<file path="src/rtl/t05_htree_pkg.sv">
// Shared types and helpers for the Huffman tree node builder.
// Holds the FSM state type, the NULL child code, the internal-node test and
// the node record field offsets.
package t05_htree_pkg;

    // Widest child code the helpers accept; CHILD_W must not exceed this.
    localparam int unsigned MAX_CHILD_W = 32;

    // NULL child: internal flag set and an all-ones payload.
    localparam logic [MAX_CHILD_W-1:0] NULL_CHILD = '1;

    typedef enum logic [2:0] {
        IDLE,
        WR_NODE,
        RD_C1,
        WB_C1,
        RD_C2,
        WB_C2,
        FINISH,
        HALT
    } htree_state_e;

    // Bit SYM_W of a child code marks an internal node.
    function automatic logic is_internal(input logic [MAX_CHILD_W-1:0] child,
                                         input int unsigned sym_w);
        return |(child & (MAX_CHILD_W'(1) << sym_w));
    endfunction

    // Record layout, MSB to LSB: {index, least1, least2, sum}.
    function automatic int unsigned off_sum();
        return 0;
    endfunction

    function automatic int unsigned off_least2(input int unsigned freq_w);
        return freq_w;
    endfunction

    function automatic int unsigned off_least1(input int unsigned freq_w,
                                               input int unsigned child_w);
        return freq_w + child_w;
    endfunction

    function automatic int unsigned off_index(input int unsigned freq_w,
                                              input int unsigned child_w);
        return freq_w + 2 * child_w;
    endfunction

    function automatic int unsigned node_width(input int unsigned idx_w,
                                               input int unsigned child_w,
                                               input int unsigned freq_w);
        return idx_w + 2 * child_w + freq_w;
    endfunction

endpackage

</file>
<file path="src/rtl/t05_htree_mem_port.sv">
// Node SRAM request port: holds req/we/addr/wdata from start until the ack
// is sampled, and remembers a completion that arrives while the FSM is
// stalled so the FSM can pick it up later.
module t05_htree_mem_port #(
    parameter int ADDR_W = 7,
    parameter int DATA_W = 71
) (
    input  logic              clk,
    input  logic              rst_n,
    input  logic              start,
    input  logic              start_we,
    input  logic [ADDR_W-1:0] start_addr,
    input  logic [DATA_W-1:0] start_wdata,
    input  logic              clr,
    output logic              mem_req,
    output logic              mem_we,
    output logic [ADDR_W-1:0] mem_addr,
    output logic [DATA_W-1:0] mem_wdata,
    input  logic              mem_ack,
    input  logic [DATA_W-1:0] mem_rdata,
    output logic              busy,
    output logic              rdata_valid,
    output logic [DATA_W-1:0] rdata
);

    logic              ack_evt;
    logic              pend;
    logic [DATA_W-1:0] rdata_q;

    assign ack_evt     = mem_req & mem_ack;
    assign busy        = mem_req;
    assign rdata_valid = ack_evt | pend;
    assign rdata       = ack_evt ? mem_rdata : rdata_q;

    // Request registers: load on start, drop on ack; completion kept until consumed.
    always_ff @(posedge clk or negedge rst_n) begin
        if (!rst_n) begin
            mem_req   <= 1'b0;
            mem_we    <= 1'b0;
            mem_addr  <= '0;
            mem_wdata <= '0;
            pend      <= 1'b0;
        end else begin
            if (ack_evt) begin
                mem_req <= 1'b0;
            end else if (start && !mem_req) begin
                mem_req   <= 1'b1;
                mem_we    <= start_we;
                mem_addr  <= start_addr;
                mem_wdata <= start_wdata;
            end
            pend <= (pend | ack_evt) & ~clr;
        end
    end

    // Read data capture for completions consumed after the ack cycle.
    always_ff @(posedge clk) begin
        if (ack_evt) rdata_q <= mem_rdata;
    end

endmodule

</file>
<file path="src/rtl/t05_htree_node_builder.sv">
// Huffman tree node builder: writes one internal node per accepted pair,
// retires the internal children it consumed, and flags tree completion.
// Optional macro HT_PARENT_LINK_EN: retired children store their parent
// index in the sum field instead of zero.
module t05_htree_node_builder
    import t05_htree_pkg::*;
#(
    parameter  int IDX_W     = 7,
    parameter  int SYM_W     = 8,
    parameter  int FREQ_W    = 46,
    parameter  int MAX_NODES = 127,
    localparam int CHILD_W   = SYM_W + 1,
    localparam int NODE_W    = node_width(IDX_W, CHILD_W, FREQ_W)
) (
    input  logic               clk,
    input  logic               rst_n,
    input  logic               en,
    input  logic               in_valid,
    output logic               in_ready,
    input  logic [CHILD_W-1:0] least1,
    input  logic [CHILD_W-1:0] least2,
    input  logic [FREQ_W-1:0]  sum,
    output logic               mem_req,
    output logic               mem_we,
    output logic [IDX_W-1:0]   mem_addr,
    output logic [NODE_W-1:0]  mem_wdata,
    input  logic [NODE_W-1:0]  mem_rdata,
    input  logic               mem_ack,
    output logic [IDX_W:0]     node_count,
    output logic [IDX_W-1:0]   root_idx,
    output logic               done,
    output logic               overflow
);

    localparam logic [CHILD_W-1:0] NULL_C   = NULL_CHILD[CHILD_W-1:0];
    localparam logic [IDX_W:0]     FULL_CNT = (IDX_W+1)'(MAX_NODES + 1);
    localparam int unsigned        OFF_L2   = off_least2(FREQ_W);
    localparam logic [NODE_W-1:0]  KEEP_MASK = {{(NODE_W-OFF_L2){1'b1}}, {OFF_L2{1'b0}}};

    function automatic logic child_int(input logic [CHILD_W-1:0] c);
        return is_internal(MAX_CHILD_W'(c), SYM_W);
    endfunction

    htree_state_e       state;
    logic               rdy_q;
    logic [CHILD_W-1:0] l1_q;
    logic [CHILD_W-1:0] l2_q;
    logic [IDX_W-1:0]   nc_idx;
    logic               accept;
    logic               finish_c;
    logic               malformed_c;
    logic               full_c;
    logic               c1_int;
    logic               c2_int;
    logic               start;
    logic               start_we;
    logic [IDX_W-1:0]   start_addr;
    logic [NODE_W-1:0]  start_wdata;
    logic               busy;
    logic               rdata_valid;
    logic [NODE_W-1:0]  rdata;
    logic               done_ok;
    logic               issue_ok;
    logic [NODE_W-1:0]  retire_sum;
    logic [NODE_W-1:0]  retired;

    assign in_ready    = en & rdy_q;
    assign accept      = in_valid & in_ready;
    assign nc_idx      = node_count[IDX_W-1:0];
    assign finish_c    = ((least2 == NULL_C) && child_int(least1)) ||
                         ((least1 == NULL_C) && (least2 == NULL_C));
    assign malformed_c = (least1 == least2) && child_int(least1) && child_int(least2);
    assign full_c      = (node_count == FULL_CNT);
    assign c1_int      = child_int(l1_q) && (l1_q != NULL_C);
    assign c2_int      = child_int(l2_q) && (l2_q != NULL_C);
    assign done_ok     = en & rdata_valid;
    assign issue_ok    = en & ~busy & ~rdata_valid;

`ifdef HT_PARENT_LINK_EN
    // The new parent is the node written just before the retire sequence.
    logic [IDX_W-1:0] parent_idx;
    assign parent_idx = nc_idx - IDX_W'(1);
    assign retire_sum = NODE_W'(parent_idx);
`else
    assign retire_sum = '0;
`endif

    assign retired = (rdata & KEEP_MASK) | retire_sum;

    // Request issue: the node write starts in the accept cycle, child
    // reads and write-backs start once their state is entered and idle.
    always_comb begin
        start       = 1'b0;
        start_we    = 1'b0;
        start_addr  = '0;
        start_wdata = '0;
        case (state)
            IDLE: begin
                if (accept && !finish_c && !malformed_c && !full_c) begin
                    start       = 1'b1;
                    start_we    = 1'b1;
                    start_addr  = nc_idx;
                    start_wdata = {nc_idx, least1, least2, sum};
                end
            end
            RD_C1: begin
                start      = issue_ok;
                start_addr = l1_q[IDX_W-1:0];
            end
            WB_C1: begin
                start       = issue_ok;
                start_we    = 1'b1;
                start_addr  = l1_q[IDX_W-1:0];
                start_wdata = retired;
            end
            RD_C2: begin
                start      = issue_ok;
                start_addr = l2_q[IDX_W-1:0];
            end
            WB_C2: begin
                start       = issue_ok;
                start_we    = 1'b1;
                start_addr  = l2_q[IDX_W-1:0];
                start_wdata = retired;
            end
            default: ;
        endcase
    end

    // Control FSM; every transition waits for en.
    always_ff @(posedge clk or negedge rst_n) begin
        if (!rst_n) begin
            state      <= IDLE;
            rdy_q      <= 1'b0;
            node_count <= '0;
            root_idx   <= '0;
            done       <= 1'b0;
            overflow   <= 1'b0;
        end else begin
            case (state)
                IDLE: begin
                    rdy_q <= 1'b1;
                    if (accept) begin
                        rdy_q <= 1'b0;
                        if (finish_c) begin
                            root_idx <= (least1 == NULL_C) ? (nc_idx - IDX_W'(1))
                                                           : least1[IDX_W-1:0];
                            done     <= 1'b1;
                            state    <= FINISH;
                        end else if (malformed_c || full_c) begin
                            overflow <= 1'b1;
                            state    <= HALT;
                        end else begin
                            state <= WR_NODE;
                        end
                    end
                end
                WR_NODE: begin
                    if (done_ok) begin
                        node_count <= node_count + (IDX_W+1)'(1);
                        if (c1_int) begin
                            state <= RD_C1;
                        end else if (c2_int) begin
                            state <= RD_C2;
                        end else begin
                            state <= IDLE;
                            rdy_q <= 1'b1;
                        end
                    end
                end
                RD_C1: if (done_ok) state <= WB_C1;
                WB_C1: begin
                    if (done_ok) begin
                        if (c2_int) begin
                            state <= RD_C2;
                        end else begin
                            state <= IDLE;
                            rdy_q <= 1'b1;
                        end
                    end
                end
                RD_C2: if (done_ok) state <= WB_C2;
                WB_C2: begin
                    if (done_ok) begin
                        state <= IDLE;
                        rdy_q <= 1'b1;
                    end
                end
                FINISH: if (en) state <= HALT;
                HALT: ;
                default: state <= IDLE;
            endcase
        end
    end

    // Child codes of the accepted pair, used by the retire sequence.
    always_ff @(posedge clk) begin
        if (accept) begin
            l1_q <= least1;
            l2_q <= least2;
        end
    end

    t05_htree_mem_port #(
        .ADDR_W (IDX_W),
        .DATA_W (NODE_W)
    ) u_mem_port (
        .clk         (clk),
        .rst_n       (rst_n),
        .start       (start),
        .start_we    (start_we),
        .start_addr  (start_addr),
        .start_wdata (start_wdata),
        .clr         (done_ok),
        .mem_req     (mem_req),
        .mem_we      (mem_we),
        .mem_addr    (mem_addr),
        .mem_wdata   (mem_wdata),
        .mem_ack     (mem_ack),
        .mem_rdata   (mem_rdata),
        .busy        (busy),
        .rdata_valid (rdata_valid),
        .rdata       (rdata)
    );

endmodule
</file>
<file path="config.mk">
export PLATFORM = sky130hd
export DESIGN_NAME = t05_htree_node_builder
export DESIGN_NICKNAME = d
export VERILOG_FILES = /design/src/rtl/t05_htree_pkg.sv /design/src/rtl/t05_htree_mem_port.sv /design/src/rtl/t05_htree_node_builder.sv
export SDC_FILE = /design/constraint.sdc
export NUM_CORES = 1
export LEC_CHECK = 0
export ABC_AREA = 0
export CORE_ASPECT_RATIO = 0.6
export CORE_MARGIN = 2
export CORE_UTILIZATION = 40
export CTS_CLUSTER_DIAMETER = 40
export DETAILED_ROUTE_END_ITERATION = 7
export DONT_BUFFER_PORTS = 1
export PLACE_DENSITY = 0.63
export REMOVE_ABC_BUFFERS = 1
export SLEW_MARGIN = 20
export SYNTH_ARGS = -nofsm -noshare
export SYNTH_HDL_FRONTEND = slang
export SYNTH_HIERARCHICAL = 1
export SYNTH_SLANG_ARGS = --single-unit
</file>
<file path="constraint.sdc">
create_clock -name clk -period 5.4 [get_ports clk]
set_input_delay 1.08 -clock clk [delete_from_list [all_inputs] [get_ports clk]]
set_output_delay 1.08 -clock clk [all_outputs]
set_load 0.1 [all_outputs]
</file>
==> flow_metrics.env, run 1 <==
export IMPL_relSlewSlack_pct=27.3
export IMPL_grt_pass1_vias=3950
export IMPL_clock_fmax_mhz=276
export IMPL_arrival_ns=3.90
export IMPL_row_count=36
export IMPL_grt_overflow_total=0
export IMPL_min_period_ns=3.62
export IMPL_clock_latency_ns=0.40
export IMPL_reg2reg_from="node_count[0]"
export IMPL_hold_ws_ns=0.370
export IMPL_synth_warnings=6
export IMPL_postCtsSetupRepairBufs=0
export IMPL_clockBufferDepth=2
export IMPL_finalCritPeriodShare_pct=67.1
export IMPL_crit_type="register to register"
export IMPL_finalSetupTns_ns=0
export IMPL_io_buffers=0
export IMPL_dr_pass1_iters=5
export IMPL_drc=0
export IMPL_holdBufCountCts=0
export IMPL_clk_pin_slew_ns=0.06
export IMPL_initial_core_util_pct=40.7
export IMPL_power_mw=4.88
export IMPL_worstPathMaxFanout=52
export IMPL_dieArea_um2=17500
export IMPL_drv_cap=0
export IMPL_rrSetupSlack_ns=1.78
export IMPL_path_cells="inv_1 > ha_1 > nand4b_1 > inv_1 > nor3b_4 > a21o_1 > nor2b_4 > buf_4 > mux2_2"
export IMPL_finalSetupViolCount=0
export IMPL_hold_path_class="input pin to asynchronous set/reset pin"
export IMPL_place_congestion=0.828
export IMPL_drt_iter0_drc=213
export IMPL_tritoncts="built"
export IMPL_cts_sinks=145
export IMPL_num_vias=3983
export IMPL_drive_above_1_share_pct=33.0
export IMPL_utilization_pct=45.4
export IMPL_timing_rr_end="u_mem_port/mem_wdata[7]"
export IMPL_worstMarginPinSlew_ns=1.09
export IMPL_p_per_area_nw_per_um2=666
export IMPL_end_kind="register"
export IMPL_cts_buffers=17
export IMPL_ir_drop_mv=0.314
export IMPL_critPathLaunchType="register"
export IMPL_status="completed"
export IMPL_area_delta_synth_final_pct=11.6
export IMPL_grt_setup_unrepaired="false"
export IMPL_htreeDepth=4
export IMPL_core_area_um2=16100
export IMPL_drt_wl_total_mm=15.3
export IMPL_die_h_um=103
export IMPL_max_stage_delay_ns=1.06
export IMPL_grt_max_degree=103
export IMPL_ant_nets=0
export IMPL_antenna_found_initial=0
export IMPL_slew_violations=0
export IMPL_hpwl_mm=10.8
export IMPL_synth_cells=512
export IMPL_hold_viol=0
export IMPL_nets=651
export IMPL_crit_path_frequent_cell="inv_1"
export IMPL_syn_area_um2=6560
export IMPL_grt_use_total_pct=17.0
export IMPL_grt_pass1_wl_mm=22.6
export IMPL_finClkSkew_ns=0.0112
export IMPL_boundaryPins=238
export IMPL_synth_area_per_cell_um2=12.8
export IMPL_wl_per_cell_um=21.0
export IMPL_cts_resized=0
export IMPL_vias_per_cell=5.46
export IMPL_path_delay_family="flip-flops"
export IMPL_path_buf_inv=3
export IMPL_worstRegToRegCells=9
export IMPL_cts_root_buf="clkbuf_16"
export IMPL_diodes=0
export IMPL_critPathRequiredTime_ns=5.67
export IMPL_p_leak_nw=3.34
export IMPL_slowest_stage="dfrtp_1"
export IMPL_die_w_um=169
-- area by class of cell --
class | count | area [um^2]
inverters | 6 | 22.5
multi-input cells | 328 | 2760
clock inverters | 12 | 154
repair buffers | 10 | 75.1
clock buffers | 20 | 458
flip-flops and latches | 145 | 3590
well taps | 209 | 262
fillers | 1472 | 8800
-- worst register-to-register path, delay by kind of cell, from the launching register on --
family                   cells  cell delay, ns
flip-flops                   1            1.06
AND/OR/NAND/NOR              3            0.57
adder cells (fa/ha/maj)      1            0.29
AO/OA/AOI/OAI                1            0.13
buffers and inverters        3            0.97
multiplexers                 1            0.49
-- layout by cell type, fill, tap and decap left out, types with 2 or more instances in the layout --
cell / instances
nand4_1: 10
nand3_1: 4
edfxtp_1: 18
or3_1: 2
xnor2_1: 14
clkbuf_1: 2
o21a_1: 3
a21oi_1: 4
mux2_2: 94
a22o_1: 18
dfxtp_1: 25
clkinv_4: 2
mux2_4: 10
nand2_1: 22
inv_1: 6
and2_1: 49
o21ai_0: 20
xor2_1: 6
a22oi_1: 2
clkinv_2: 3
a21o_1: 7
inv_6: 2
nand2b_1: 2
dfrtp_1: 102
and4_1: 2
a21o_2: 3
nor3_1: 5
bufinv_16: 3
buf_4: 10
clkbuf_16: 18
ha_1: 3
nor2_1: 9
a22o_2: 14
-- flip-flops by register name (all words and copies together) (netlist names) --
signal	count
u_mem_port/busy	1
done	1
u_mem_port/rdata_q	25
u_mem_port/mem_wdata	71
root_idx	7
state	3
l1_q	9
node_count	8
u_mem_port/mem_addr	7
rdy_q	1
u_mem_port/pend	1
overflow	1
u_mem_port/mem_we	1
l2_q	9
-- stage by stage --
step	cells	cell area (um^2)	setup slack [ns]
after floorplan	479	6360	-2.26
after global placement	698	6710	1.85
after detailed placement	698	6710	1.77
after CTS	730	7320	1.78
after global routing	730	7320	1.62
final	730	7320	1.78
-- where the power goes --
group	total (mW)	switching, mW	internal [mW]
logic	1.04	0.519	0.520
clock network	1.21	0.453	0.758
registers	2.63	1.27	1.36
-- per-layer routing --
| metal | wire (um) | vias to the layer above | track usage [%] |
|---|---|---|---|
| met5 | 0 | - | 0 |
| met4 | 74 | 0 | 3.55 |
| met3 | 1570 | 7 | 6.01 |
| met2 | 6580 | 173 | 24.8 |
| met1 | 7120 | 1988 | 24.4 |
| li1 | - | 1815 | - |
-- worst max path at each step --
stage | startpoint | endpoint | slack (ns) | cells past startpoint
floorplan | in_valid | u_mem_port/mem_addr[6] | -2.26 | 7
global placement | node_count[0] | u_mem_port/mem_addr[6] | 1.85 | 9
detailed placement | in_valid | u_mem_port/mem_wdata[44] | 1.77 | 8
CTS | node_count[0] | u_mem_port/mem_wdata[7] | 1.78 | 9
global route | node_count[0] | u_mem_port/mem_wdata[7] | 1.62 | 9
finish | node_count[0] | u_mem_port/mem_wdata[7] | 1.78 | 9
(Power assumes the default switching activity.)
==> run 2, diff against run 1 <==
- clock period: 5.4 -> 3.4 ns (I/O delays scaled with it)
==> run 2 against run 1 <==
  * Die area unchanged
  * Non-clock buffer count increased by 7
  * Clock skew increased by 0.0021 ns
  * Sequential share of layout area decreased by 0.51 points
  * Fmax increased by 32%
  * Hold slack got worse by 0.20 ns
  * Count of clock-buffer cells in the layout unchanged
  * Clock power increased by 58%
  * Cell area increased by 1.0%
==> flow_metrics.env, run 2 (synthesis gave the netlist of run 1 again) <==
export IMPL_fin_area_um2=7400
export IMPL_p_comb_share_pct=23.9
export IMPL_crit_start="state[2]"
export IMPL_clk_pin_slew_ns=0.06
export IMPL_drc=0
export IMPL_worstPathMaxFanout=62
export IMPL_boundaryPins=238
export IMPL_slew_violations=0
export IMPL_clock_latency_ns=0.41
export IMPL_worstRegToRegCells=7
export IMPL_relSlewSlack_pct=35.4
export IMPL_ant_nets=0
export IMPL_reg2reg_from="state[2]"
export IMPL_rrSetupSlack_ns=0.66
export IMPL_drt_wl_total_mm=15.8
export IMPL_p_sw_mw=3.60
export IMPL_slowest_stage="dfrtp_1"
export IMPL_max_stage_delay_ns=0.66
export IMPL_clockBufferDepth=2
export IMPL_hold_viol=0
export IMPL_wl_per_cell_um=21.4
export IMPL_place_congestion=0.848
export IMPL_antenna_found_initial=0
export IMPL_dieArea_um2=17500
export IMPL_timing_rr_end="u_mem_port/mem_wdata[7]"
export IMPL_power_frac_seq_pct=51.7
export IMPL_cts_sinks=145
export IMPL_drt_iter0_drc=212
export IMPL_dr_pass1_iters=4
export IMPL_grt_pass1_vias=4117
export IMPL_drive_above_1_share_pct=33.9
export IMPL_min_period_ns=2.74
export IMPL_cts_root_buf="clkbuf_16"
export IMPL_utilization_pct=45.9
export IMPL_num_vias=4014
export IMPL_regMostFlops="u_mem_port/mem_wdata"
export IMPL_worstMarginPinSlew_ns=0.968
export IMPL_grt_max_degree=103
export IMPL_largestRegisters="u_mem_port/mem_wdata: 71 flops, u_mem_port/rdata_q: 25 flops"
export IMPL_final_cell_mix="102 x dfrtp_1, 94 x mux2_2, 49 x and2_1"
export IMPL_core_area_um2=16100
export IMPL_finalCritPeriodShare_pct=80.7
export IMPL_tritoncts="built"
export IMPL_nets=658
export IMPL_die_w_um=169
export IMPL_p_leak_nw=3.37
export IMPL_hold_ws_ns=0.171
export IMPL_end_kind="register"
export IMPL_hold_path_class="input pin to asynchronous set/reset pin"
export IMPL_drv_cap=0
export IMPL_grt_use_total_pct=18.0
export IMPL_row_count=36
export IMPL_largest_register_ffs=71
export IMPL_status="completed"
export IMPL_critPathLaunchType="register"
export IMPL_clkPwrFrac_pct=24.4
export IMPL_clock_fmax_mhz=364
export IMPL_htreeDepth=4
export IMPL_placed_cell_area_um2=6770
export IMPL_postCtsSetupRepairBufs=0
export IMPL_critPathRequiredTime_ns=3.68
export IMPL_area_delta_synth_final_pct=12.8
export IMPL_p_int_mw=4.21
export IMPL_finalSetupViolCount=0
export IMPL_swShare_pct=46.1
export IMPL_vias_per_cell=5.45
export IMPL_hpwl_mm=11.0
export IMPL_final_common_cell="dfrtp_1"
export IMPL_arrival_ns=3.02
export IMPL_diodes=0
export IMPL_grt_overflow_total=0
export IMPL_grt_setup_unrepaired="false"
export IMPL_die_h_um=103
export IMPL_path_cells="nor2b_1 > nor2_1 > nor3_1 > a21o_1 > nor2b_4 > buf_12 > mux2_2"
export IMPL_cts_buffers=17
export IMPL_io_buffers=0
export IMPL_finClkSkew_ns=0.0132
export IMPL_ir_drop_mv=0.605
export IMPL_p_per_area_nw_per_um2=1060
export IMPL_grt_pass1_wl_mm=23.7
export IMPL_initial_core_util_pct=40.7
export IMPL_crit_type="register to register"
run 2: cell count changes in the layout (fill, tap and decap cells not counted), sizes merged:
cell	change
buf	+7
clkinvlp	+1
clkinv	-1
run 2: what timing repair did:
action                    4_1_cts  5_1_grt
resized for setup               0        0
hold endpoints to repair      102        0
hold buffers                    1        0
run 2: final cells by class:
type                    instances  area (um^2)
clock buffers                  20          447
clock inverters                12          156
fillers                      1473         8730
inverters                       6         22.5
multi-input cells             328         2760
flip-flops and latches        145         3590
well taps                     209          262
repair buffers                 17          160
run 2: worst max path at each step:
| stage | endpoint | slack, ns | depth (start not counted) |
|---|---|---|---|
| after CTS | u_mem_port/mem_wdata[7] | 0.66 | 7 |
| final | u_mem_port/mem_wdata[7] | 0.66 | 7 |
| after global placement | u_mem_port/mem_wdata[50] | 0.76 | 7 |
| after floorplan | u_mem_port/mem_addr[6] | -4.14 | 8 |
| after detailed placement | u_mem_port/mem_wdata[7] | 0.69 | 7 |
| after global routing | u_mem_port/mem_wdata[7] | 0.47 | 7 |
run 2: power groups by stage:
stage	Clock [mW]	Sequential [mW]	Combinational, mW
5_1_grt	2.03	4.10	2.04
2_1_floorplan	0	4.19	1.27
4_1_cts	1.95	4.05	1.89
3_5_place_dp	0	4.08	1.86
6_report	1.91	4.04	1.87
3_3_place_gp	0	4.05	1.78
run 2: critical path, delay by kind of cell (launching register included):
family | cells | cell delay, ns
AO/OA/AOI/OAI | 1 | 0.17
multiplexers | 1 | 0.39
buffers and inverters | 1 | 0.33
AND/OR/NAND/NOR | 4 | 1.01
flip-flops | 1 | 0.66
run 2: per-stage QoR:
stage               setup TNS [ns]  worst slack [ns]  cells  power, mW
global route                     0             0.469    737       8.16
detailed placement               0             0.686    704       5.93
finish                           0             0.656    737       7.81
global placement                 0             0.762    704       5.83
CTS                              0             0.663    737       7.88
floorplan                  -326.36             -4.14    479       5.46
run 2: routing by layer:
layer	up-vias	part of all wire [%]	global-route usage (%)
li1	1832	-	-
met4	0	0.20	4.54
met2	152	44	27.6
met5	-	0	0
met3	4	9.4	6.89
met1	2026	46	24.2
==> run 3, diff against run 2 <==
- PLACE_DENSITY: 0.63 -> 0.65
- clock period: 3.4 -> 2.4 ns (I/O delays scaled with it)
==> run 3 against run 2 <==
  * The run now ends with negative hold slack left
  * Clock skew is 0.0032 ns higher
  * Sequential cell count unchanged
  * Cell count is 4.5% higher
  * Register-to-register slack got worse by 0.60 ns
  * Global-route usage fell by 0.16 points
  * Wire length rose by 4.7%
  * Via count increased by 3.3%
  * Sequential share of layout area is 2.1 points lower
  * Combinational power grew 66%
  * Cell area is 4.5% higher
  * First-iteration DRC count up 24%
  * Hold slack worse by 0.40 ns
  * Critical path type unchanged
  * Critical endpoint is now u_mem_port/mem_wdata[58]
==> flow_metrics.env, run 3 (synthesis gave the netlist of run 1 again) <==
export IMPL_wl_per_cell_um=21.4
export IMPL_fillers=1428
export IMPL_grt_pass1_wl_mm=23.4
export IMPL_ir_drop_mv=0.881
export IMPL_instances_no_fill=770
export IMPL_critPathRequiredTime_ns=2.68
export IMPL_dp_cells=727
export IMPL_row_count=36
export IMPL_utilization_pct=47.9
export IMPL_area_delta_synth_final_pct=17.8
export IMPL_end_kind="register"
export IMPL_io_buffers=0
export IMPL_final_common_cell="dfrtp_1"
export IMPL_die_w_um=169
export IMPL_dieArea_um2=17500
export IMPL_dr_pass1_iters=4
export IMPL_p_per_area_nw_per_um2=1450
export IMPL_min_period_ns=2.34
export IMPL_largestRegisters="u_mem_port/mem_wdata: 71 flops, u_mem_port/rdata_q: 25 flops"
export IMPL_tritoncts="built"
export IMPL_cts_sinks=145
export IMPL_status="complete, but fails checks"
export IMPL_cts_buffers=17
export IMPL_place_congestion=0.850
export IMPL_antenna_found_initial=0
export IMPL_path_cells="inv_1 > ha_1 > nand4b_1 > inv_1 > nor3b_4 > a21o_1 > nor2b_4 > bufbuf_16 > mux2_2"
export IMPL_initial_core_util_pct=40.7
export IMPL_slew_violations=0
export IMPL_slowest_stage="dfrtp_1"
export IMPL_die_h_um=103
export IMPL_grt_overflow_total=0
export IMPL_drt_iter0_drc=262
export IMPL_busiest_layer="met2"
export IMPL_htreeDepth=4
export IMPL_clockBufferDepth=2
export IMPL_crit_path_frequent_cell="inv_1"
export IMPL_regMostFlops="u_mem_port/mem_wdata"
export IMPL_use_met2_pct=25.9
export IMPL_drc=0
export IMPL_clock_fmax_mhz=426
export IMPL_ant_nets=0
export IMPL_max_stage_delay_ns=0.35
export IMPL_nets=691
export IMPL_violations="negative hold slack"
export IMPL_boundaryPins=238
export IMPL_finClkSkew_ns=0.0164
export IMPL_vias_per_cell=5.38
export IMPL_critPathLaunchType="register"
export IMPL_hold_ws_ns=-0.232
export IMPL_drv_cap=0
export IMPL_num_vias=4146
export IMPL_relSlewSlack_pct=36.6
export IMPL_grt_pass1_vias=4094
export IMPL_grt_setup_unrepaired="true"
export IMPL_placed_cell_area_um2=6980
export IMPL_hpwl_mm=11.2
export IMPL_finalCritPeriodShare_pct=97.7
export IMPL_core_area_um2=16100
export IMPL_arrival_ns=2.63
export IMPL_clock_latency_ns=0.41
export IMPL_finalSetupViolCount=0
export IMPL_largest_register_ffs=71
export IMPL_p_leak_nw=3.57
export IMPL_crit_type="register to register"
export IMPL_diodes=0
export IMPL_drive_above_1_share_pct=38.1
export IMPL_drt_wl_total_mm=16.5
export IMPL_clk_pin_slew_ns=0.06
export IMPL_grt_use_total_pct=17.8
export IMPL_grt_max_degree=103
export IMPL_worstMarginPinSlew_ns=0.951
export IMPL_fin_area_um2=7730
export IMPL_hold_path_class="input pin to asynchronous set/reset pin"
export IMPL_worstPathMaxFanout=16
export IMPL_cts_root_buf="clkbuf_16"
export IMPL_grt_util_met3_pct=6.16
export IMPL_met1_usage_pct=25.4
export IMPL_hold_viol=102
export IMPL_final_cell_mix="102 x dfrtp_1, 89 x mux2_2, 49 x and2_1"
run 3: cell types whose count changed in the layout (fill, tap and decap cells not counted), moves of 2 or more:
cell,before,now
buf_4,15,38
mux2_2,94,89
mux2_4,10,15
clkinv_2,2,5
buf_12,1,4
clkbuf_16,17,19
buf_6,0,4
bufinv_16,3,1
run 3: path summary, 6_finish.rpt:
path                                         from                       end  slack [ns]  depth (start not counted)
max                                 node_count[1]  u_mem_port/mem_wdata[58]        0.06                          9
min                                         rst_n  u_mem_port/mem_wdata[66]       -0.23                          0
max reg2reg                         node_count[1]  u_mem_port/mem_wdata[58]        0.06                          9
min reg2reg                u_mem_port/rdata_q[69]    u_mem_port/rdata_q[69]        0.48                          1
max in group asynchronous                   rst_n  u_mem_port/mem_wdata[50]        2.46                          0
min in group clk                        least2[8]                   l2_q[8]        0.16                          0
run 3: repair_timing:
action	in CTS	in global routing
pin swaps	0	2
endpoints found under the setup margin	29	79
hold endpoints to repair	102	102
buffers inserted	3	3
resized for setup	1	13
gates cloned	1	4
run 3: stage by stage:
| stage | power [mW] | setup slack (ns) | TNS [ns] |
|---|---|---|---|
| 2_1_floorplan | 7.73 | -5.14 | -406.22 |
| 3_3_place_gp | 8.42 | 0.0337 | 0 |
| 3_5_place_dp | 8.56 | 0.00497 | 0 |
| 4_1_cts | 11.1 | 0.00642 | 0 |
| 5_1_grt | 11.7 | -0.0627 | -1.83 |
| 6_report | 11.2 | 0.0552 | 0 |
run 3: critical path, delay by kind of cell, from the launching register on:
| family | cells | cell delay (ns) |
|---|---|---|
| and+or+nand+nor | 3 | 0.66 |
| adders and majority gates | 1 | 0.19 |
| AOI/OAI and AO/OA | 1 | 0.13 |
| buffers and inverters | 3 | 0.56 |
| DFF | 1 | 0.35 |
| muxes | 1 | 0.34 |
run 3: layout make-up:
| cell class | count | area (um^2) | share of cell area [%] |
|---|---|---|---|
| sequential | 145 | 3590 | 46.5 |
| multi-input combinational | 328 | 2800 | 36.2 |
| timing repair buffer | 50 | 508 | 6.57 |
| clock buffer | 19 | 433 | 5.60 |
| tap | 209 | 262 | 3.38 |
| clock inverter | 13 | 111 | 1.44 |
| inverter | 6 | 22.5 | 0.291 |
run 3: where the power goes:
part	total [mW]	internal [mW]	leakage, nW	switching (mW)
registers	5.63	3.07	1.76	2.56
logic	3.11	1.50	1.54	1.61
clock network	2.44	1.43	0.268	1.01
total	11.2	6.00	3.57	5.18
run 3: per-layer routing:
layer | up-vias | routed length (um)
li1 | 1897 | -
met1 | 2062 | 7650
met2 | 178 | 7260
met4 | 0 | 91
met5 | - | 0
met3 | 9 | 1510
